**src/rtl/rcb_arb_if.sv**
```systemverilog
// rcb_arb_if: lookup-read, host-write, RAM and status signals of one RCB arbiter.
interface rcb_arb_if #(
   parameter int ADDR_WIDTH = 10,
   parameter int DATA_WIDTH = 64,
   parameter int BE_WIDTH   = DATA_WIDTH / 8,
   parameter int TAG_WIDTH  = 4
);
   logic                  rd_req;
   logic [ADDR_WIDTH-1:0] rd_addr;
   logic [TAG_WIDTH-1:0]  rd_tag;
   logic                  rd_ready;
   logic                  rd_valid;
   logic [DATA_WIDTH-1:0] rd_data;
   logic [TAG_WIDTH-1:0]  rd_tag_out;
   logic                  hpb_wr_req;
   logic [ADDR_WIDTH-1:0] hpb_wr_addr;
   logic [DATA_WIDTH-1:0] hpb_wr_data;
   logic [BE_WIDTH-1:0]   hpb_wr_byte_en;
   logic                  rcb_wr_done;
   logic                  ram_en;
   logic                  ram_we;
   logic [ADDR_WIDTH-1:0] ram_addr;
   logic [DATA_WIDTH-1:0] ram_wdata;
   logic [BE_WIDTH-1:0]   ram_be;
   logic [DATA_WIDTH-1:0] ram_rdata;
   logic [15:0]           stat_rd_stall;

   modport slave (
      input  rd_req, rd_addr, rd_tag, hpb_wr_req, hpb_wr_addr, hpb_wr_data, hpb_wr_byte_en, ram_rdata,
      output rd_ready, rd_valid, rd_data, rd_tag_out, rcb_wr_done,
             ram_en, ram_we, ram_addr, ram_wdata, ram_be, stat_rd_stall
   );
   modport master (
      output rd_req, rd_addr, rd_tag, hpb_wr_req, hpb_wr_addr, hpb_wr_data, hpb_wr_byte_en, ram_rdata,
      input  rd_ready, rd_valid, rd_data, rd_tag_out, rcb_wr_done,
             ram_en, ram_we, ram_addr, ram_wdata, ram_be, stat_rd_stall
   );
endinterface

```
**src/rtl/rcb_arb.sv**
```systemverilog
// rcb_arb: shares one single-port RAM between lookup reads and host writes;
// reads win until a pending write has been blocked WR_STARVE_LIMIT cycles.
module rcb_arb #(
   parameter int ADDR_WIDTH      = 10,
   parameter int DATA_WIDTH      = 64,
   parameter int BE_WIDTH        = DATA_WIDTH / 8,
   parameter int TAG_WIDTH       = 4,
   parameter int RD_LATENCY      = 2,
   parameter int WR_STARVE_LIMIT = 8
) (
   input logic      clk,
   input logic      reset_n,
   rcb_arb_if.slave bus
);
   typedef enum logic [1:0] {W_IDLE, W_PEND, W_DONE, W_REARM} wr_state_t;

   wr_state_t             r_state, w_next;
   logic [7:0]            r_starve;
   logic [RD_LATENCY-1:0] r_vld;
   logic [TAG_WIDTH-1:0]  r_tag [RD_LATENCY];
   logic [15:0]           r_stall;
   logic                  w_lim, w_grant, w_rd_acc;

   assign w_lim    = r_state == W_PEND && r_starve == 8'(WR_STARVE_LIMIT);
   assign w_grant  = r_state == W_PEND && (!bus.rd_req || w_lim);
   assign w_rd_acc = bus.rd_req && !w_lim;

   always_comb begin
      w_next        = r_state;
      bus.ram_en    = w_rd_acc || w_grant;
      bus.ram_we    = w_grant;
      bus.ram_addr  = w_grant ? bus.hpb_wr_addr : w_rd_acc ? bus.rd_addr : {ADDR_WIDTH{1'b0}};
      bus.ram_wdata = w_grant ? bus.hpb_wr_data : {DATA_WIDTH{1'b0}};
      bus.ram_be    = w_grant ? bus.hpb_wr_byte_en : {BE_WIDTH{1'b0}};
      case (r_state)
         W_IDLE:  w_next = bus.hpb_wr_req ? W_PEND : W_IDLE;
         W_PEND:  w_next = w_grant ? W_DONE : W_PEND;
         W_DONE:  w_next = W_REARM;
         default: w_next = bus.hpb_wr_req ? W_REARM : W_IDLE;
      endcase
   end

   always_ff @(posedge clk) begin
      if (!reset_n) begin
         r_state  <= W_IDLE;
         r_starve <= 8'd0;
         r_vld    <= '0;
         r_stall  <= 16'd0;
      end else begin
         r_state  <= w_next;
         r_starve <= (r_state == W_PEND && bus.rd_req && !w_grant) ? r_starve + 8'd1 : 8'd0;
         r_vld    <= RD_LATENCY'({r_vld, w_rd_acc});
         if (bus.rd_req && w_lim && r_stall != 16'hFFFF) r_stall <= r_stall + 16'd1;
      end
   end

   // Tags ride alongside the valid pipe; they are masked at the output so need no reset.
   always_ff @(posedge clk) begin
      r_tag[0] <= bus.rd_tag;
      for (int i = 1; i < RD_LATENCY; i++) r_tag[i] <= r_tag[i-1];
   end

   assign bus.rd_ready      = !w_lim;
   assign bus.rd_valid      = r_vld[RD_LATENCY-1];
   assign bus.rd_data       = bus.rd_valid ? bus.ram_rdata : {DATA_WIDTH{1'b0}};
   assign bus.rd_tag_out    = bus.rd_valid ? r_tag[RD_LATENCY-1] : {TAG_WIDTH{1'b0}};
   assign bus.rcb_wr_done   = r_state == W_DONE;
   assign bus.stat_rd_stall = r_stall;
endmodule

```
**src/flat_wrapper.sv**
```systemverilog
// flat-port wrapper written by rule: the top's interface ports become plain ports
module rcb_arb_flat 
#(
   parameter int ADDR_WIDTH      = 10,
   parameter int DATA_WIDTH      = 64,
   parameter int BE_WIDTH        = DATA_WIDTH / 8,
   parameter int TAG_WIDTH       = 4,
   parameter int RD_LATENCY      = 2,
   parameter int WR_STARVE_LIMIT = 8
)
  (clk, reset_n, bus_rd_req, bus_rd_addr, bus_rd_tag, bus_hpb_wr_req, bus_hpb_wr_addr, bus_hpb_wr_data, bus_hpb_wr_byte_en, bus_ram_rdata, bus_rd_ready, bus_rd_valid, bus_rd_data, bus_rd_tag_out, bus_rcb_wr_done, bus_ram_en, bus_ram_we, bus_ram_addr, bus_ram_wdata, bus_ram_be, bus_stat_rd_stall);
  rcb_arb_if #(.ADDR_WIDTH(ADDR_WIDTH), .DATA_WIDTH(DATA_WIDTH), .BE_WIDTH(BE_WIDTH), .TAG_WIDTH(TAG_WIDTH)) bus_i ();
  input logic clk;
  input logic reset_n;
  input wire logic [$bits(bus_i.rd_req)-1:0] bus_rd_req;
  input wire logic [$bits(bus_i.rd_addr)-1:0] bus_rd_addr;
  input wire logic [$bits(bus_i.rd_tag)-1:0] bus_rd_tag;
  input wire logic [$bits(bus_i.hpb_wr_req)-1:0] bus_hpb_wr_req;
  input wire logic [$bits(bus_i.hpb_wr_addr)-1:0] bus_hpb_wr_addr;
  input wire logic [$bits(bus_i.hpb_wr_data)-1:0] bus_hpb_wr_data;
  input wire logic [$bits(bus_i.hpb_wr_byte_en)-1:0] bus_hpb_wr_byte_en;
  input wire logic [$bits(bus_i.ram_rdata)-1:0] bus_ram_rdata;
  output wire logic [$bits(bus_i.rd_ready)-1:0] bus_rd_ready;
  output wire logic [$bits(bus_i.rd_valid)-1:0] bus_rd_valid;
  output wire logic [$bits(bus_i.rd_data)-1:0] bus_rd_data;
  output wire logic [$bits(bus_i.rd_tag_out)-1:0] bus_rd_tag_out;
  output wire logic [$bits(bus_i.rcb_wr_done)-1:0] bus_rcb_wr_done;
  output wire logic [$bits(bus_i.ram_en)-1:0] bus_ram_en;
  output wire logic [$bits(bus_i.ram_we)-1:0] bus_ram_we;
  output wire logic [$bits(bus_i.ram_addr)-1:0] bus_ram_addr;
  output wire logic [$bits(bus_i.ram_wdata)-1:0] bus_ram_wdata;
  output wire logic [$bits(bus_i.ram_be)-1:0] bus_ram_be;
  output wire logic [$bits(bus_i.stat_rd_stall)-1:0] bus_stat_rd_stall;
  assign bus_i.rd_req = bus_rd_req;
  assign bus_i.rd_addr = bus_rd_addr;
  assign bus_i.rd_tag = bus_rd_tag;
  assign bus_i.hpb_wr_req = bus_hpb_wr_req;
  assign bus_i.hpb_wr_addr = bus_hpb_wr_addr;
  assign bus_i.hpb_wr_data = bus_hpb_wr_data;
  assign bus_i.hpb_wr_byte_en = bus_hpb_wr_byte_en;
  assign bus_i.ram_rdata = bus_ram_rdata;
  assign bus_rd_ready = bus_i.rd_ready;
  assign bus_rd_valid = bus_i.rd_valid;
  assign bus_rd_data = bus_i.rd_data;
  assign bus_rd_tag_out = bus_i.rd_tag_out;
  assign bus_rcb_wr_done = bus_i.rcb_wr_done;
  assign bus_ram_en = bus_i.ram_en;
  assign bus_ram_we = bus_i.ram_we;
  assign bus_ram_addr = bus_i.ram_addr;
  assign bus_ram_wdata = bus_i.ram_wdata;
  assign bus_ram_be = bus_i.ram_be;
  assign bus_stat_rd_stall = bus_i.stat_rd_stall;
  rcb_arb #(.ADDR_WIDTH(ADDR_WIDTH), .DATA_WIDTH(DATA_WIDTH), .BE_WIDTH(BE_WIDTH), .TAG_WIDTH(TAG_WIDTH), .RD_LATENCY(RD_LATENCY), .WR_STARVE_LIMIT(WR_STARVE_LIMIT)) u_core (.clk(clk), .reset_n(reset_n), .bus(bus_i));
endmodule
```
**config.mk**
```make
export PLATFORM = sky130hd
export DESIGN_NAME = rcb_arb_flat
export DESIGN_NICKNAME = d
export VERILOG_FILES = /design/src/rtl/rcb_arb_if.sv /design/src/rtl/rcb_arb.sv /design/src/flat_wrapper.sv
export SDC_FILE = /design/constraint.sdc
export NUM_CORES = 1
export LEC_CHECK = 0
export CELL_PAD_IN_SITES_DETAIL_PLACEMENT = 1
export CELL_PAD_IN_SITES_GLOBAL_PLACEMENT = 1
export CORE_MARGIN = 4
export CORE_UTILIZATION = 16
export CTS_CLUSTER_SIZE = 28
export DETAILED_ROUTE_END_ITERATION = 12
export PLACE_DENSITY = 0.93
export SETUP_SLACK_MARGIN = 0.4
export SLEW_MARGIN = 20
export SYNTH_ARGS = -nofsm -noshare
export SYNTH_HDL_FRONTEND = slang
export SYNTH_SLANG_ARGS = --single-unit
```
**constraint.sdc**
```tcl
create_clock -name clk -period 3.3 [get_ports clk]
set_clock_uncertainty 0.1 [all_clocks]
set_input_delay 0.825 -clock clk [delete_from_list [all_inputs] [get_ports clk]]
set_output_delay 0.825 -clock clk [all_outputs]
set_load 0.005 [all_outputs]
```
## Word level (Yosys, flattened, before mapping)

Memory sizes are Yosys's and may differ from the RTL's.
Cells that the tools add are included.
W data, S select, Z words.

| operators by class | value |
|---|---|
| multipliers | 0 |
| div/mod/pow operators | 0 |
| add/sub/neg operators | 2 |
| equality and inequality tests | 4 |
| reductions and logical operators | 14 |
| bitwise gates (word level) | 0 |
| $lt $le $gt $ge | 0 |
| shift operators | 0 |
| muxes and demuxes | 10 |

Operator list:

| cell | number |
|---|---|
| $mux W64 | 2 |
| $mux W10 | 2 |
| $add A16 B1 Y16 const B | 1 |
| $ne A16 B16 Y1 const B | 1 |
| $add A8 B1 Y8 const B | 1 |
| $eq A8 B4 Y1 const B | 1 |
| $mux W8 | 1 |
| $logic_and A1 B1 Y1 | 7 |
| $pmux W2 S3 | 1 |
| $mux W2 | 2 |
| $mux W4 | 1 |
| $logic_not A1 Y1 | 3 |
| $eq A2 B1 Y1 const B | 1 |
| $eq A2 B2 Y1 const B | 1 |
| $logic_not A2 Y1 | 1 |
| $logic_or A1 B1 Y1 | 2 |
| $reduce_and A2 Y1 | 1 |
| $mux W1 | 1 |

| word-level totals | value |
|---|---|
| output and inout bits | 171 |
| flip-flop bits (word level) | 28 |
| bits in writable memories | 8 |
| memories kept | 1 |
| bits of input ports | 164 |
| bits in read-only memories | 0 |
| bits in latches | 0 |
| word-level logic and storage cells | 35 |

Memories:

| memory | depth | width | read ports | clocked after memory_dff | wr ports | RTL line | RTL |
|---|---|---|---|---|---|---|---|
| u_core.r_tag | 2 | 4 | 2 | 0 | 2 | rcb_arb.sv:20 | `logic [TAG_WIDTH-1:0] r_tag [RD_LATENCY];` |

## Logic depth before layout (Yosys ltp)

Gate-level depths: netlist (run 1).

| logic depth | value |
|---|---|
| word-level depth | 7 |
| depth in mapped cells | 8 |
| gate-level depth less buffers | 6 |

## Worst setup path after synthesis (run 1)

Ideal clock, no wire load.

| path | value |
|---|---|
| path type | register to output |
| from | register u_core.r_starve[5] |
| to | output bus_ram_wdata[56] |
| slack | 0.666 ns |
| cell stages (with the launch flop) | 7 |
| arrival time | 1.709 ns |
| cell sequence | dfxtp_1 -> nor4_1 -> nand2_1 -> a21oi_1 -> clkbuf_1 -> clkbuf_1 -> and2_1 |

| on the way | value |
|---|---|
| word-level cells in the longest chain between the ends | 5 |

Ends and longest elaborated chain:

| what | RTL line | RTL |
|---|---|---|
| from (decl) | rcb_arb.sv:18 | `logic [7:0] r_starve;` |
| from (signal assigned) | rcb_arb.sv:51 | `r_starve <= (r_state == W_PEND && bus.rd_req && !w_grant) ? r_starve + 8'd1 : 8'd0;` |
| $eq A8 B4 Y1 | rcb_arb.sv:24 | `assign w_lim = r_state == W_PEND && r_starve == 8'(WR_STARVE_LIMIT);` |
| $logic_and A1 B1 Y1 | rcb_arb.sv:24 |  |
| $logic_or A1 B1 Y1 | rcb_arb.sv:25 | `assign w_grant = r_state == W_PEND && (!bus.rd_req \|\| w_lim);` |
| $logic_and A1 B1 Y1 | rcb_arb.sv:25 |  |
| via bus_ram_we | flat_wrapper.sv:29 | `output wire logic [$bits(bus_i.ram_we)-1:0] bus_ram_we;` |
| $mux W64 | rcb_arb.sv:33 | `bus.ram_wdata = w_grant ? bus.hpb_wr_data : {DATA_WIDTH{1'b0}};` |
| to (decl) | flat_wrapper.sv:31 | `output wire logic [$bits(bus_i.ram_wdata)-1:0] bus_ram_wdata;` |

The timed path passes the listed nets, and every way through them passes these cells.

## Final worst setup path (run 1)

| path | value |
|---|---|
| from | register u_core.r_starve[7] |
| to | output bus_ram_wdata[17] |

| on the way | value |
|---|---|
| word-level cells in the longest chain between the ends | 5 |

Ends and longest elaborated chain:

| what | RTL line |
|---|---|
| $eq A8 B4 Y1 | rcb_arb.sv:24 |
| $logic_and A1 B1 Y1 | rcb_arb.sv:24 |
| $logic_or A1 B1 Y1 | rcb_arb.sv:25 |
| $logic_and A1 B1 Y1 | rcb_arb.sv:25 |
| $mux W64 | rcb_arb.sv:33 |

Every way passes these cells.

==> results of run 1 <==
[stage by stage]
| stage | total power [mW] | instances | setup TNS, ns | worst slack [ns] | hold slack [ns] |
|---|---|---|---|---|---|
| 2_1_floorplan | 0.555 | 354 | 0 | 0.666 | 0.210 |
| 6_report | 1.54 | 958 | 0 | 0.144 | 0.226 |
| 5_1_grt | 1.61 | 958 | 0 | 0.0850 | 0.244 |
| 3_3_place_gp | 0.929 | 897 | -12.82 | -0.223 | 0.210 |
| 4_1_cts | 1.47 | 938 | 0 | 0.183 | 0.230 |
| 3_5_place_dp | 0.940 | 897 | -14.69 | -0.252 | 0.217 |
[cell usage in the layout, fill, tap and decap left out, types with 11 or more instances in the layout]
cell / n
buf_2: 21
buf_4: 26
and2_4: 41
clkdlybuf4s50_1: 246
and2_1: 100
clkbuf_2: 26
nand3_1: 11
inv_1: 19
dfxtp_1: 32
buf_6: 63
[Yosys cell counts, types with 2 or more instances]
cell / n / area [sq um]
ha_1: 3 / 37.5
nand3_1: 21 / 105
nor2_1: 10 / 37.5
nor4_1: 4 / 25.0
o31ai_1: 9 / 67.6
nor2b_1: 2 / 12.5
nand4_1: 4 / 25.0
a21oi_1: 11 / 55.1
and3_1: 2 / 12.5
or4_4: 3 / 33.8
inv_1: 19 / 71.3
xor2_1: 5 / 43.8
clkbuf_1: 22 / 82.6
nand2_1: 10 / 37.5
nor3_1: 3 / 15.0
and2_1: 141 / 882
o21ai_0: 11 / 55.1
o311ai_0: 2 / 17.5
nand2b_1: 6 / 37.5
mux2i_1: 3 / 30.0
or4_1: 9 / 67.6
dfxtp_1: 36 / 721
o41ai_1: 3 / 26.3
nand3b_1: 2 / 15.0
[what timing repair did]
action,4_1_cts,5_1_grt
setup endpoints to repair,89,87
resized for setup,259,191
endpoints found under the hold margin,0,0
pin swaps,16,31
gates cloned,3,5
buffers inserted,30,15
[metal layers]
layer	share of wire, %	global-route usage (%)
met4	2.7	5.32
met3	9.6	5.07
met2	55	37.0
met5	0	0
met1	32	16.3
[worst paths after layout]
path | slack, ns | to | start | cells after the start
max reg2reg | 0.73 | u_core.bus.stat_rd_stall[12] | u_core.r_starve[4] | 5
min reg2reg | 0.23 | u_core.r_tag[0][6] | u_core.r_tag[0][2] | 0
max | 0.14 | bus_ram_wdata[17] | u_core.r_starve[7] | 12
min | 0.23 | u_core.r_tag[0][6] | u_core.r_tag[0][2] | 0
[cell families after synthesis]
kind of cell | synth area share [%]
simple gates | 52.0
buf+inv | 6.58
compound gates | 9.40
flops | 27.5
xor+xnor | 2.00
mux | 1.15
fa+ha+maj | 1.43
[cell type report]
| cell class | count | share of cell area, % |
|---|---|---|
| Timing Repair Buffer | 404 | 55.8 |
| Tap cell | 216 | 3.77 |
| Clock inverter | 1 | 0.105 |
| Sequential cell | 36 | 10.2 |
| Multi-Input combinational cell | 275 | 27.2 |
| Clock buffer | 7 | 1.99 |
| Inverter | 19 | 0.995 |
[power by group through the flow]
| stage | Combinational (mW) | Clock, mW | Sequential (mW) |
|---|---|---|---|
| floorplan | 0.0984 | 0 | 0.457 |
| global placement | 0.472 | 0 | 0.457 |
| detailed placement | 0.482 | 0 | 0.458 |
| CTS | 0.528 | 0.498 | 0.447 |
| global route | 0.637 | 0.523 | 0.449 |
| finish | 0.604 | 0.493 | 0.448 |
[flip-flops by register name, summed over array words and instances (netlist names)]
name                      count
u_core.r_vld                  2
u_core.r_tag                  8
u_core.bus.stat_rd_stall     16
u_core.r_state                2
u_core.r_starve               8
==> metrics.cfg, run 1 <==
[layout]
fillers = 1877
multi_input_area_sq_um = 1950
synthToLayoutAreaGrowth_pct = 173
antenna-diode-count = 0
drive_above_1_share_pct = 30.6
utilization_pct = 44.8
final_cell_area_sq_um = 7170
num-nets-final = 908
ff_latch_area_sq_um = 731

[clock_network]
numCtsBuffers = 5
clk_pin_slew_ns = 0.05
cts.path.max_buffers = 2
root_buffer = clkbuf_16
clkLatencyLatePin_ns = 0.28
clock-sinks = 36
htree_levels = 2
cts_tree = done
ctsHoldBuffers = 0

[pwr]
power_density_nw_per_um2 = 215
pwr-share-comb_pct = 39.1
p_leak_nw = 3.03
ir_drop_mv = 0.136
clkPwrFrac_pct = 31.9
p_switching_mw = 0.395
p_int_mw = 1.15
pwr-share-seq_pct = 29.0
p_sw_share_pct = 25.6

[global_routing]
grt_pass1_vias = 4392
antenna_found_initial = 0
overflow = 0
grt_pass1_wl_um = 25600
grt_usage_pct = 17.8
grt_max_degree = 70

[drt]
first_pass_iters = 4
postRouteAntennaNets = 0
vias = 4169
drt_iter0_drc = 101
drc_errors = 0
via_per_inst = 4.35
totalWireLength_um = 19100
wire_per_inst_um = 19.9

[floorplanning]
die_h_um = 136
die_width_um = 136
io_pins = 335
dieArea_sq_um = 18500
rows = 46
start_util_pct = 16.4
core_area_sq_um = 16000

[flow_run]
cap_violations = 0

[logic_synthesis]
yosysWarnings = 0
synth-edff-count = 0
synth-main-ff-cell = dfxtp_1
seq_area_frac_synth_pct = 27.5
syn_avg_cell_area_sq_um = 7.41
synth_fp_nets = 521
synth_cells = 354
ys_ff_latch = 36
synthDistinctLibCells = 37
netlist_area_sq_um = 2620
async_flop_share_pct = 0

[sta]
rsz0062_at_grt = true
timing.final.crit_share_pct = 95.6
hold_viol = 0
finalCriticalPeriod_ns = 3.16
drv_slew = 0
worstMarginPinSlew_ns = 0.526
clock.fmax_ghz = 0.317
setup_viol = 0
maxSlewHeadroom_pct = 64.6

[worst_setup_path]
cp.arrival_ns = 2.23
path_cells = buf_6 > nor4_4 > nand2_2 > a21oi_4 > buf_6 > buf_6 > buf_6 > buf_8 > buf_16 > buf_6 > and2_4 > buf_6
crit_path_frequent_cell = buf_6
path_buf_inv = 8
max_stage_delay_ns = 0.34
endpoint_kind = output port
critPathKind = flop to output port
crit_required_ns = 2.37
startpoint_type = flop
path_delay_family = buffers and inverters
worst_path_max_delay_cell = dfxtp_4
crit_fanout = 5

[placement]
dpl-instance-area_sq_um = 6290
portBuffers = 334
place_congestion = 0.790
place_hpwl_um = 14200

[worst_hold_path]
hold_class = flop to flop

[outcome]
outcome = finished clean

Note: power is estimated with default switching activity, not from simulation.
==> run 2, diff against run 1 <==
--- a/config.mk
+++ b/config.mk
@@ -5,13 +5,14 @@
 export SDC_FILE = /design/constraint.sdc
 export NUM_CORES = 1
 export LEC_CHECK = 0
+export ABC_AREA = 1
 export CELL_PAD_IN_SITES_DETAIL_PLACEMENT = 1
 export CELL_PAD_IN_SITES_GLOBAL_PLACEMENT = 1
 export CORE_MARGIN = 4
-export CORE_UTILIZATION = 16
+export CORE_UTILIZATION = 19
 export CTS_CLUSTER_SIZE = 28
 export DETAILED_ROUTE_END_ITERATION = 12
-export PLACE_DENSITY = 0.93
+export PLACE_DENSITY = 0.91
 export SETUP_SLACK_MARGIN = 0.4
 export SLEW_MARGIN = 20
 export SYNTH_ARGS = -nofsm -noshare
==> metrics.cfg, run 2 <==
[global_routing]
grt_pass1_vias = 5005  ; +14%
grt_max_degree = 46  ; -34%
antenna_found_initial = 2  ; +2
grt_usage_pct = 15.8  ; -2.0 points
grt_pass1_wl_um = 27100  ; +5.9%
overflow = 0  ; unchanged

[logic_synthesis]
ys_ff_latch = 36  ; unchanged
synth_fp_nets = 720  ; +38%
netlist_area_sq_um = 3590  ; +37%
synth_top_area_cell = nor2_4
syn_avg_cell_area_sq_um = 6.49  ; -12%
synth-main-ff-cell = dfxtp_1
yosysMostFrequentCell = inv_1
synth-compound-area-share_pct = 5.16  ; -4.2 points
synth_top_family_by_area = simple AND/OR/NAND/NOR gates
synth_top_area_share_pct = 22.6  ; -11 points
seq_area_frac_synth_pct = 20.1  ; -7.4 points
muxShareOfSynthArea_pct = 0  ; -1.1 points
synth_area_leaders = nor2_4 (23%), dfxtp_1 (20%), inv_1 (16%)
synth-edff-count = 0  ; unchanged
synthXorXnorAreaFrac_pct = 2.68  ; +0.68 points
yosysWarnings = 0  ; unchanged
synthAdderAreaFrac_pct = 1.05  ; -0.39 points
synth_cells = 553  ; +56%
synth_common_cells = inv_1 (156), nand2_1 (153), nor2_4 (72)
synthDistinctLibCells = 29  ; -22%
async_flop_share_pct = 0  ; unchanged
synth_simple_gate_area_share_pct = 48.0  ; -4.0 points

[sta]
drv_slew = 0  ; unchanged
finalCriticalPeriod_ns = 2.99  ; -0.163 ns
rsz0062_at_grt = true
clock.fmax_ghz = 0.334  ; +5.5%
hold_viol = 0  ; unchanged
fin_ws_ns = 0.308  ; +0.163 ns
worstMarginPinSlew_ns = 0.430  ; -0.0959 ns
setup_viol = 0  ; unchanged
holdWs_ns = 0.227  ; +0.000901 ns
timing.final.crit_share_pct = 90.7  ; -5.0 points
maxSlewHeadroom_pct = 71.3  ; +6.6 points

[drt]
routed-wl-met2_um = 9810  ; -7.2%
drc_errors = 0  ; unchanged
drt_iter0_drc = 138  ; +37%
wl_met3_um = 966  ; -47%
vias = 4719  ; +13%
first_pass_iters = 4  ; unchanged
wire_per_inst_um = 15.5  ; -22%
maxUsedRoutingLayer = met5
via_per_inst = 4.04  ; -7.2%
wl_met1_um = 6640  ; +7.8%
totalWireLength_um = 18100  ; -5.4%
postRouteAntennaNets = 0  ; unchanged

[pwr]
power_density_nw_per_um2 = 205  ; -5.1%
ir_drop_mv = 0.141  ; +3.6%
p_leak_nw = 4.07  ; +34%
power.total_mw = 1.59  ; +3.2%

[floorplanning]
die_h_um = 145  ; +6.9%
start_util_pct = 19.3  ; +2.9 points
die_width_um = 145  ; +6.9%
io_pins = 335  ; unchanged
core_area_sq_um = 18600  ; +17%
dieArea_sq_um = 21200  ; +14%
rows = 50  ; +8.7%

[layout]
utilization_pct = 41.8  ; -3.0 points
mostFrequentLayoutCells = clkdlybuf4s50_1 (251), inv_1 (152), nand2_1 (150), nor2_4 (73), clkbuf_2 (39)
synthToLayoutAreaGrowth_pct = 117
num-nets-final = 1100  ; +21%
antenna-diode-count = 0  ; unchanged
stdcell_count = 1168  ; +22%
largest_register_ffs = 16  ; unchanged
final_common_cell = clkdlybuf4s50_1
drive_above_1_share_pct = 23.9  ; -6.7 points

[worst_setup_path]
path_cells = dlygate4sd2_1 > nand2_4 > nand2_8 > buf_12 > nor2_4 > clkdlybuf4s50_1
endpoint_kind = output port
cp.arrival_ns = 2.07  ; -0.16 ns
worst_path_max_delay_cell = clkdlybuf4s50_1
critPathKind = input port to output port
crit_fanout = 6  ; +1
max_stage_delay_ns = 0.51  ; +0.17 ns
crit_required_ns = 2.37  ; about the same
startpoint_type = input port

[clock_network]
clkLatencyLatePin_ns = 0.28  ; about the same
cts.path.max_buffers = 2  ; unchanged
clk_pin_slew_ns = 0.06  ; about the same
numCtsBuffers = 5  ; unchanged
clock-sinks = 36  ; unchanged
htree_levels = 2  ; unchanged
root_buffer = clkbuf_16
ctsHoldBuffers = 0  ; unchanged
cts_tree = done

[flow_run]
cap_violations = 0  ; unchanged

[placement]
place_hpwl_um = 14400  ; +1.2%
portBuffers = 334  ; unchanged
post-place-ws_ns = -0.125  ; +0.127 ns
place_congestion = 0.858  ; +8.5%
placed_cells = 1109  ; +24%

[outcome]
outcome = finished clean

[worst_hold_path]
hold_class = flop to flop

-- run 2: cell types whose count changed in the layout (fill, tap and decap cells not counted), sizes merged, moves of 9 or more --
cell          delta
or4             -12
buf             -42
clkbuf           +9
o31ai            -9
inv            +139
nor2            +94
dlymetal6s2s    +13
and2           -141
nand2          +148
-- run 2: layout make-up --
class                           count  area [sq um]
Clock buffer                        7           143
Clock inverter                      1          7.51
Sequential cell                    36           727
Fill cell                        2291         10900
Inverter                          159           607
Timing Repair Buffer              393          3890
Multi-Input combinational cell    338          2120
Tap cell                          234           293
-- run 2: timing repair --
action                                  in CTS  in global routing
cloned                                       6                  0
gates resized for setup                    135                152
pin swaps                                    4                  6
setup buffers                               28                 17
endpoints found under the setup margin      86                 93
-- run 2: path summary, 6_finish.rpt --
check	start	to	slack (ns)	cells past startpoint
max reg2reg	u_core.r_state[0]	u_core.bus.stat_rd_stall[14]	1.27	7
max	bus_rd_req	bus_ram_wdata[35]	0.31	6
min	u_core.r_tag[0][0]	u_core.r_tag[0][4]	0.23	0
min reg2reg	u_core.r_tag[0][0]	u_core.r_tag[0][4]	0.23	0
-- run 2: per-stage QoR --
stage	instance area, sq um	TNS [ns]
floorplan	3590	0
global placement	7130	-0.767
detailed placement	7130	-2.65
CTS	7620	0
global route	7790	0
finish	7790	0
-- run 2: kinds of logic (layout without fill, tap and decap cells) --
| family | count (synthesis) | in the layout |
|---|---|---|
| simple gates | 286 | 287 |
| buf+inv | 180 | 560 |
| compound gates | 37 | 37 |
| flops | 36 | 36 |
| xor+xnor | 11 | 11 |
| fa+ha+maj | 3 | 3 |
-- run 2: routing by layer --
metal	up-vias	global-route usage [%]
li1	2318	-
met1	2176	16.5
met2	181	31.3
met3	40	3.27
met4	4	5.08
met5	-	0
-- run 2: critical path, delay by kind of cell --
kind                   cells  cell delay (ns)
buffers and inverters      3             0.94
AND/OR/NAND/NOR            3             0.29
-- run 2: power breakdown --
group | switching (mW) | internal, mW
sequential | 0.00829 | 0.443
combinational | 0.254 | 0.401
clock | 0.185 | 0.301
total | 0.448 | 1.15
==> run 3, diff against run 2 <==
--- a/config.mk
+++ b/config.mk
@@ -10,7 +10,7 @@
 export CELL_PAD_IN_SITES_GLOBAL_PLACEMENT = 1
 export CORE_MARGIN = 4
 export CORE_UTILIZATION = 19
-export CTS_CLUSTER_SIZE = 28
+export CTS_CLUSTER_SIZE = 10
 export DETAILED_ROUTE_END_ITERATION = 12
 export PLACE_DENSITY = 0.91
 export SETUP_SLACK_MARGIN = 0.4
==> results of run 3 <==
No change in the layout: final DEF, timing and power equal those of run 2.
==> RTL change 1 (config.mk and constraints of run 2) <==
Re-encode `wr_state_t` (4 states) as one-hot, 4 bits wide.
--- a/src/rtl/rcb_arb.sv
+++ b/src/rtl/rcb_arb.sv
@@ -12,7 +12,7 @@
    input logic      reset_n,
    rcb_arb_if.slave bus
 );
-   typedef enum logic [1:0] {W_IDLE, W_PEND, W_DONE, W_REARM} wr_state_t;
+   typedef enum logic [3:0] {W_IDLE = 4'b0001, W_PEND = 4'b0010, W_DONE = 4'b0100, W_REARM = 4'b1000} wr_state_t;
 
    wr_state_t             r_state, w_next;
    logic [7:0]            r_starve;
Formal check against the unedited RTL: no difference found for any inputs over 10 cycles, from zero or initial values and one cycle with reset_n low; not proved beyond that.
==> RTL change 1 against run 2 <==
Synthesized cell count rose by 2.7%. Routed wire length rose by 5.8%. Total power fell by 14%. Sequential cell count rose by 2. Final area fell by 1.4%. Synthesized area rose by 4.1%. Global-route usage rose by 0.31 points. Fmax fell by 0.97%. Setup slack got worse by 0.029 ns.
==> RTL change 1: results (changes against run 2) <==
{| class="wikitable"
! Metric !! Value
|-
| Min-Delay Startpoint || u_core.r_tag[0][1]$_DFF_P_
|-
| WHS Path Cells || 0 (unchanged)
|-
| Vias in the first global route || 4764 (-4.8%)
|-
| First-pass GRT wire length || 28070 um (+3.6%)
|-
| Final #Nets || 1091 (-0.82%)
|-
| Final routed wirelength across all metal layers || 19100 um (+5.8%)
|-
| Number of flip-flops under the largest register name || 16 (unchanged)
|-
| Leakage power summed over all cells || 4.015 nW (-1.3%)
|-
| Worst IR drop on VDD || 0.2006 mV (+42%)
|-
| Largest net degree at the start of global routing || 52 (+13%)
|-
| Net load switching power || 340.0 uW (-24%)
|-
| Total global routing track utilization || 16.12% (+0.31 points)
|-
| Count of cell types in the netlist || 34 (+17%)
|-
| DPL Wire Length || 16060 um (+12%)
|-
| Average via count per standard cell || 3.840 (-4.9%)
|-
| Post-Syn Nets || 735 (+2.1%)
|-
| Drt first pass iters || 4 (unchanged)
|-
| First DRT Iteration DRCs || 93 (-33%)
|-
| Setup violation total in the final timing report || 0 (unchanged)
|-
| Worst r2r src || u_core.bus.stat_rd_stall[0]$_SDFFE_PN0P_
|-
| Count of input and output buffers || 334 (unchanged)
|-
| Run status || complete, no violations
|-
| Top cells by instance count after synthesis || inv_1 (165), nand2_1 (138), nor2_4 (71)
|-
| Cell with the largest stage delay on the worst path || clkdlybuf4s50_1
|-
| Leading cell types by total area after synthesis || nor2_4 (21%), dfxtp_1 (20%), inv_1 (17%), nand2_1 (14%), nor2_1 (5.2%)
|-
| Clock-pin slew of the registers on the worst-case setup and hold paths || 0.05 ns
|-
| CTS buffer count || 5 (unchanged)
|-
| Setup slack on the worst flop-to-flop path || 1.48 ns (+0.21 ns)
|-
| Worst Reg2Reg Path Length in Cells || 8 (+1)
|-
| Total count of max-transition violations in the final report || 0 (unchanged)
|-
| Share of layout cells above drive strength 1 || 20.43% (-3.4 points)
|-
| Headroom to the max-slew limit || 67.12% (-4.2 points)
|-
| Critical path fanouts, max || 6 (unchanged)
|-
| Worst hold path endpoint || u_core.r_tag[0][5]$_DFF_P_
|-
| Number of antenna violations at the first check in global routing || 1 (-1)
|-
| Sequential-to-total area share from yosys stat || 20.36% (+0.29 points)
|-
| Worst r2r dst || u_core.bus.stat_rd_stall[1]$_SDFFE_PN0P_
|-
| Final Wtd Congestion || 0.7822 (-8.8%)
|-
| Arrival time at the worst endpoint || 2.10 ns (+0.03 ns)
|}
==> RTL change 1: how the worst max path moves through the flow <==
stage / depth (start not counted) / endpoint / from
floorplan: 5 / bus_ram_be[0] / bus_rd_req
global placement: 8 / bus_ram_addr[6] / bus_rd_req
detailed placement: 7 / bus_ram_wdata[1] / bus_rd_req
CTS: 10 / bus_ram_wdata[24] / u_core.r_starve[0]$_SDFF_PN0_
global route: 12 / bus_ram_addr[2] / u_core.r_starve[0]$_SDFF_PN0_
finish: 8 / bus_ram_addr[0] / bus_rd_req
==> RTL change 1: timing repair <==
item / CTS / global route
pin swaps: 4 / 6
gates cloned: 2 / 0
setup buffers: 7 / 10
gates resized for setup: 81 / 90
hold endpoints to repair: 0 / 0
setup endpoints to repair: 85 / 93
==> RTL change 1: layout make-up <==
type	count	area, um2
inverters	168	631.9
multi-input cells	343	2140
clock buffers	7	142.6
flip-flops and latches	38	764.5
repair buffers	368	3662
clock inverters	1	5.005
fillers	2429	11720
well taps	265	331.6
==> RTL change 1: cells by family after synthesis <==
| kind of cell | share of synthesized area [%] |
|---|---|
| simple gates | 49.60 |
| fa+ha+maj | 1.005 |
| compound gates | 3.148 |
| buf+inv | 23.07 |
| flops | 20.36 |
| xor+xnor | 2.813 |
==> RTL change 1: metal layers <==
metal,track usage [%],vias up,share of wire (%)
li1,-,2284,-
met4,3.926,2,2.8
met2,31.06,153,55
met1,17.55,2100,36
met5,0,-,0.068
met3,4.052,31,6.3
==> RTL change 1: worst register-to-register path, delay by kind of cell, from the launching register on <==
kind                     cells  cell delay [ns]
flip-flops                   1             0.45
adder cells (fa/ha/maj)      1             0.26
AO/OA/AOI/OAI                1             0.17
AND/OR/NAND/NOR              6             0.73
==> RTL change 1: per-stage QoR <==
step | setup WS, ns | area, um2 | instances | hold slack (ns)
after floorplan | 1.027 | 3736 | 568 | 0.2096
after global placement | -0.09964 | 7390 | 1163 | 0.2102
after detailed placement | -0.1301 | 7390 | 1163 | 0.2135
after CTS | 0.1637 | 7602 | 1180 | 0.2271
after global routing | 0.1723 | 7677 | 1190 | 0.2402
final | 0.2783 | 7677 | 1190 | 0.2260
==> RTL change 1: power groups by stage <==
stage | sequential [mW] | clock, mW | combinational [mW]
after floorplan | 0.480 | 0 | 0.116
after global placement | 0.484 | 0 | 0.403
after detailed placement | 0.485 | 0 | 0.415
after CTS | 0.474 | 0.499 | 0.419
after global routing | 0.475 | 0.520 | 0.447
final | 0.474 | 0.480 | 0.418
==> RTL change 2 (settings of run 2) <==
Without the edit above. `TAG_WIDTH` is set to 4 in 3 places; all go to 5.
--- a/src/rtl/rcb_arb_if.sv
+++ b/src/rtl/rcb_arb_if.sv
@@ -3,7 +3,7 @@
    parameter int ADDR_WIDTH = 10,
    parameter int DATA_WIDTH = 64,
    parameter int BE_WIDTH   = DATA_WIDTH / 8,
-   parameter int TAG_WIDTH  = 4
+   parameter int TAG_WIDTH  = 5
 );
    logic                  rd_req;
    logic [ADDR_WIDTH-1:0] rd_addr;
--- a/src/rtl/rcb_arb.sv
+++ b/src/rtl/rcb_arb.sv
@@ -4,7 +4,7 @@
    parameter int ADDR_WIDTH      = 10,
    parameter int DATA_WIDTH      = 64,
    parameter int BE_WIDTH        = DATA_WIDTH / 8,
-   parameter int TAG_WIDTH       = 4,
+   parameter int TAG_WIDTH       = 5,
    parameter int RD_LATENCY      = 2,
    parameter int WR_STARVE_LIMIT = 8
 ) (
--- a/src/flat_wrapper.sv
+++ b/src/flat_wrapper.sv
@@ -4,7 +4,7 @@
    parameter int ADDR_WIDTH      = 10,
    parameter int DATA_WIDTH      = 64,
    parameter int BE_WIDTH        = DATA_WIDTH / 8,
-   parameter int TAG_WIDTH       = 4,
+   parameter int TAG_WIDTH       = 5,
    parameter int RD_LATENCY      = 2,
    parameter int WR_STARVE_LIMIT = 8
 )
Interface: changed (resized bus_rd_tag and bus_rd_tag_out); port bits go from 335 to 337. No check against the original RTL was run, so the function may have changed too.
==> RTL change 2 against run 2 <==
Synthesized area is 11% lower. Sequential cell count is 2 higher. Total power is 1.2% lower. Clock power is 2% lower. Final area is 3.2% lower. Die area is 10% lower. Setup slack worse by 0.10 ns. Routed wire length is 9.7% higher. Synthesized cell count is 2.7% higher. Largest power group unchanged.
==> RTL change 2: results (changes against run 2) <==
{| class="wikitable"
! Metric !! Value
|-
| Final Wtd Congestion || 0.8972 (+4.6%)
|-
| Post-Syn Nets || 736 (+2.2%)
|-
| Run status || complete, no violations
|-
| Cell with the largest stage delay on the worst path || dfxtp_2
|-
| Worst slack, placed || -0.1196 ns (+0.004881 ns)
|-
| Worst setup path category || reg -> out
|-
| End of the critical path || bus_ram_wdata[57]
|-
| Multi-input logic area || 0.001759 mm2 (-17%)
|-
| Synth top area share || 23.69% (+1.1 points)
|-
| Compound-Gate Fraction of Synth Area || 6.391% (+1.2 points)
|-
| Final WS setup || 0.2037 ns (-0.1040 ns)
|-
| First-pass GRT wire length || 26070 um (-3.8%)
|-
| Leading cell types by total area after synthesis || dfxtp_1 (24%), inv_1 (19%), nand2_1 (18%), nor2_1 (9.8%), nor2_4 (3.9%)
|-
| First DRT Iteration DRCs || 112 (-19%)
|-
| Average size of a mapped cell || 5.652 um2 (-13%)
|-
| Top cells by instance count after synthesis || inv_1 (162), nand2_1 (155), nor2_1 (84)
|-
| Global-route track usage on met1 || 17.49% (+1.0 points)
|-
| Largest net degree at the start of global routing || 71 (+54%)
|-
| Power in combinational cells || 623 uW (-4.9%)
|-
| Hold Worst Slack || 0.2278 ns (+0.0007820 ns)
|-
| Arrival time at the worst endpoint || 2.17 ns (+0.10 ns)
|-
| DPL Wire Length || 14680 um (+2.3%)
|-
| Number of antenna violations at the first check in global routing || 1 (-1)
|-
| Total global routing track utilization || 17.83% (+2.0 points)
|-
| Avg WL per Cell || 16.98 um (+9.8%)
|-
| Vias || 4867 (+3.1%)
|-
| Worst r2r src || u_core.r_starve[1]$_SDFF_PN0_
|-
| GR Util met3 || 5.298% (+2.0 points)
|-
| Worst hold path endpoint || u_core.r_tag[0][5]$_DFF_P_
|}
## RTL change 2: changes by cell type in the layout (fill, tap and decap cells not counted), moves of 12 or more
cell / delta
buf_6: -16
o21ai_0: -12
nor2_1: +51
nor2_4: -60
nor2_2: +14
dlymetal6s2s_1: +31
clkbuf_2: -23
## RTL change 2: cell type report
type	instances	share of cell area, %
inverters	166	8.394
clock buffers	6	1.841
diodes	1	0.03318
repair buffers	391	52.52
repair inverters	1	0.09954
well taps	220	3.650
multi-input cells	343	23.32
flip-flops and latches	38	10.14
## RTL change 2: repair_timing
action | CTS | global route
pin swaps | 5 | 3
setup buffers | 16 | 24
resized for setup | 66 | 123
gates cloned | 4 | 3
endpoints found under the setup margin | 84 | 94
## RTL change 2: routing by layer
layer	share of wire, %	vias up
met5	0	-
met4	4.5	0
met3	8.9	46
met2	52	208
met1	34	2252
li1	-	2361
